$ cat src/rtl/pc_sequencer.sv
// Program-counter / fetch sequencer.
// Picks the next instruction address each cycle from the decoder's branch
// request and the branch-LUT target word: sequential increment, absolute
// jump, or two's-complement relative jump. Also provides start/halt control,
// stall, a saturating RUN-cycle counter and a sticky address-wrap flag.
module pc_sequencer #(
  parameter int D  = 12,
  parameter int CW = 16
) (
  input  logic          Clk,
  input  logic          Reset,
  input  logic          Start,
  input  logic          Halt,
  input  logic          Stall,
  input  logic          BranchEn,
  input  logic          AbsJump,
  input  logic [D-1:0]  Target,
  output logic [D-1:0]  ProgCtr,
  output logic          Running,
  output logic          Done,
  output logic [CW-1:0] CycleCnt,
  output logic          WrapErr
);

  typedef enum logic [1:0] {
    IDLE   = 2'd0,
    RUN    = 2'd1,
    HALTED = 2'd2
  } state_t;

  state_t        state;
  state_t        state_next;
  logic [D-1:0]  pc;
  logic [D-1:0]  pc_next;
  logic [CW-1:0] cnt;
  logic [CW-1:0] cnt_next;
  logic          wrap;
  logic          wrap_next;
  logic [D:0]    sum;

  // State and datapath registers; reset clears everything immediately.
  always_ff @(posedge Clk or posedge Reset) begin
    if (Reset) begin
      state <= IDLE;
      pc    <= '0;
      cnt   <= '0;
      wrap  <= 1'b0;
    end else begin
      state <= state_next;
      pc    <= pc_next;
      cnt   <= cnt_next;
      wrap  <= wrap_next;
    end
  end

  // Next state, next PC, counter and wrap flag; Start > Halt > Stall > BranchEn > increment.
  always_comb begin
    state_next = state;
    pc_next    = pc;
    cnt_next   = cnt;
    wrap_next  = wrap;
    sum        = '0;
    case (state)
      IDLE: begin
        pc_next = '0;
        if (Start) begin
          state_next = RUN;
          cnt_next   = '0;
          wrap_next  = 1'b0;
        end
      end
      RUN: begin
        if (cnt != {CW{1'b1}}) begin
          cnt_next = cnt + {{(CW-1){1'b0}}, 1'b1};
        end
        if (Start) begin
          pc_next   = '0;
          cnt_next  = '0;
          wrap_next = 1'b0;
        end else if (Halt) begin
          state_next = HALTED;
        end else if (Stall) begin
          pc_next = pc;
        end else if (BranchEn) begin
          if (AbsJump) begin
            pc_next = Target;
          end else begin
            sum     = {1'b0, pc} + {1'b0, Target};
            pc_next = sum[D-1:0];
            // A negative offset borrows exactly when the unsigned add does not carry.
            if (Target[D-1] ? ~sum[D] : sum[D]) begin
              wrap_next = 1'b1;
            end
          end
        end else begin
          sum     = {1'b0, pc} + {{D{1'b0}}, 1'b1};
          pc_next = sum[D-1:0];
          if (sum[D]) begin
            wrap_next = 1'b1;
          end
        end
      end
      HALTED: begin
        if (Start) begin
          state_next = RUN;
          pc_next    = '0;
          cnt_next   = '0;
          wrap_next  = 1'b0;
        end
      end
      default: begin
        state_next = IDLE;
        pc_next    = '0;
      end
    endcase
  end

  // Outputs come straight from registers so no input reaches an output combinationally.
  always_comb begin
    ProgCtr  = pc;
    Running  = (state == RUN);
    Done     = (state == HALTED);
    CycleCnt = cnt;
    WrapErr  = wrap;
  end

endmodule

$ cat config.mk
export PLATFORM = sky130hd
export DESIGN_NAME = pc_sequencer
export DESIGN_NICKNAME = d
export VERILOG_FILES = /design/src/rtl/pc_sequencer.sv
export SDC_FILE = /design/constraint.sdc
export NUM_CORES = 1
export LEC_CHECK = 0
export ABC_AREA = 1
export CAP_MARGIN = 20
export CORE_ASPECT_RATIO = 1.4
export CORE_MARGIN = 5
export CORE_UTILIZATION = 55
export DETAILED_ROUTE_END_ITERATION = 12
export DONT_BUFFER_PORTS = 1
export GPL_TIMING_DRIVEN = 1
export PLACE_DENSITY = 0.76
export SYNTH_ARGS = -nofsm -noshare
export SYNTH_HDL_FRONTEND = slang
export SYNTH_SLANG_ARGS = --single-unit
$ cat constraint.sdc
create_clock -name Clk -period 5.06 [get_ports Clk]
set_clock_uncertainty 0.05 [all_clocks]
set_input_delay 0.506 -clock Clk [delete_from_list [all_inputs] [get_ports Clk]]
set_output_delay 0.506 -clock Clk [all_outputs]
set_load 0.03 [all_outputs]
==> results.txt <==
Outcome: completed
Clk pin slew, worst setup/hold paths: 0.07 ns
Syn Nets: 450
Detailed Route WL: 7119 um
Final nets: 451
CP Data Arrival Time: 2.38 ns
Reg2reg setup slack: 2.86 ns
Slew Limit Fails: 0
Critical Path Start: ProgCtr[0]
Worst-Margin Slew: 0.6562 ns
Fill count: 465
Register area share after synthesis: 28.41%
Placed inst area: 2776 um^2
Final setup fails: 0
Starting Density: 56.38%
Drt first pass iters: 4
# IOs: 50
Multi-input gate area: 1698 um^2
Achievable Freq: 454.8 MHz
Antenna Violating Nets Remaining: 0
CTS Root Cell: clkbuf_8
Peak VDD IR: 0.1930 mV
Cts repair resizes: 0
Die area: 6493 um^2
WP data required: 5.24 ns
Cell Area, Synth: 2730 um^2
GPL Wtd Cong: 0.9169
Slew headroom: 56.20%
Die X: 69.55 um
Hold WC Path Type: input pin to asynchronous set/reset pin
Antenna violations before repair: 0
Number of diodes: 0
RSZ-0062 raised after global routing: false
Sequential cell area: 775.7 um^2
Yosys reg bits: 31
Synth Instances: 416
FFs w/ async S/R, synth: 100.0%
YS warnings: 0
Worst r2r path cells: 10
WL per Instance: 14.77 um
Path type of the worst setup path: flip-flop to flip-flop
Layout cells sized above 1: 7.416%
Floorplan row count: 30
Area grow syn2layout: 5.362%
Post CTS Setup Buffer Count: 0
Chip height: 93.37 um
H-tree depth: 2
EDFF count, synth: 0
Unique cell type count in the Yosys netlist: 35
Most used DFF post-synth: dfrtp_1
Hold Vio Cnt, Final: 0
Static leakage: 1.396 nW
Half-perimeter wire length after placement: 5575 um
Number of global-route vias before repair: 2,692
Hold Buf Count CTS: 0
Clock Path Buffers: 2
Tmin final: 2.199 ns
1st-iter DRT viols: 95
Vias: 2,685
Worst Setup Start Kind: flip-flop
CTS tree: built
IO buf count: 0
CP max FO: 7
Synthesized area per cell: 6.563 um^2
CP endpoint kind: flip-flop
Worst-skew pair later-pin latency: 0.29 ns
Inserted Clock Buffers: 5
Fin Setup TNS: 0 ns
DR DRC count: 0
Max-cap viol count: 0
R2r startpoint: ProgCtr[0]
RR Endpoint: ProgCtr[6]
First-pass GRT wire length: 12,170 um
Clk sinks: 31
Total GRT Usage: 23.03%
Power Density: 273.4 nW/um^2
Via density: 5.571
Final worst path period share: 43.45%
Finished Cell Area: 2877 um^2
Gr ovfl total: 0
Core area: 4842 um^2
Largest net degree at the start of global routing: 32
[cell usage after synthesis (all sizes together) (2+ instances only)]
cell / n / area, um^2
a21oi: 32 / 163.9
buf: 3 / 26.27
clkbuf: 4 / 15.01
clkinv: 2 / 8.750
dfrtp: 31 / 775.7
ha: 14 / 175.2
inv: 55 / 206.4
nand2: 112 / 425.4
nand3: 47 / 250.2
nand3b: 4 / 30.03
nand4: 9 / 56.30
nor2: 44 / 205.2
nor3: 10 / 50.05
nor4: 3 / 25.02
o21ai: 27 / 150.2
o21bai: 2 / 15.01
o31ai: 2 / 15.01
xnor2: 5 / 43.79
xor2: 6 / 52.55
[cells in the final DEF, fill, tap and decap left out, drive strengths merged]
cell type	instances
a21o	1
a21oi	32
and2	1
buf	1
clkbuf	8
clkinv	2
dfrtp	31
fa	1
ha	14
inv	55
nand2	112
nand3	47
nand3b	4
nand4	9
nor2	44
nor3	10
nor4	3
o21ai	27
o21bai	2
o31ai	2
or2	1
xnor2	5
xor2	6
[flip-flops by register name, indices dropped and copies added (netlist names)]
name      flops
WrapErr       1
CycleCnt     16
ProgCtr      12
state         2
[worst max-delay path: stages, from the launching register on]
cell and delay (ns):
dfrtp_1 0.55, ha_1 0.30, fa_1 0.40, nand3_1 0.09
nand2_1 0.12, nand2_1 0.08, nand2_1 0.07, xnor2_1 0.13
o21ai_0 0.19, nand3_1 0.09, nand2_1 0.06
[where the power goes]
group / switching [mW] / total [mW] / internal [mW]
Sequential: 0.0716 / 0.338 / 0.266
Combinational: 0.152 / 0.227 / 0.0746
Clock: 0.0978 / 0.222 / 0.124
Total: 0.321 / 0.786 / 0.465
[layer usage]
metal	vias to the layer above	track usage [%]	part of all wire, %
met2	74	44.11	55
met1	1230	23.36	37
li1	1366	-	-
met3	15	5.054	5.7
met4	0	10.75	2.9
met5	-	0	0
[cell families (layout without fill, tap and decap cells)]
kind of cell    after synthesis  after routing  synth area share, %
compound gates               64             64                12.88
simple gates                231            231                38.63
buf+inv                      64             66                9.394
xor+xnor                     11             11                3.529
fa+ha+maj                    15             15                7.150
flops                        31             31                28.41
[how the worst max path moves through the flow]
stage                       end  slack (ns)  cells after the start
floorplan           ProgCtr[10]        3.07                     12
global placement     ProgCtr[6]        2.90                     10
detailed placement   ProgCtr[6]        2.88                     10
CTS                  ProgCtr[6]        2.86                     10
global route         ProgCtr[6]        2.64                     10
finish               ProgCtr[6]        2.86                     10
[area by class of cell]
type,instances,area share (%)
Multi-Input combinational cell,321,59.03
Sequential cell,31,26.97
Inverter,57,7.481
Clock buffer,8,3.480
Tap cell,64,2.784
Timing Repair Buffer,1,0.2610
[metrics by stage]
step                      power (mW)  util [%]  instances  setup slack, ns  hold WS [ns]
after floorplan               0.5235         -        416            3.070        0.5423
after global placement        0.5631     57.34        474            2.900        0.4551
after detailed placement      0.5684     57.34        474            2.877        0.4578
after CTS                     0.7909     59.41        482            2.858        0.1468
after global routing          0.8388     59.41        482            2.641        0.1663
final                         0.7864     59.41        482            2.861        0.1371
Note: power is estimated with default switching activity, not from simulation.
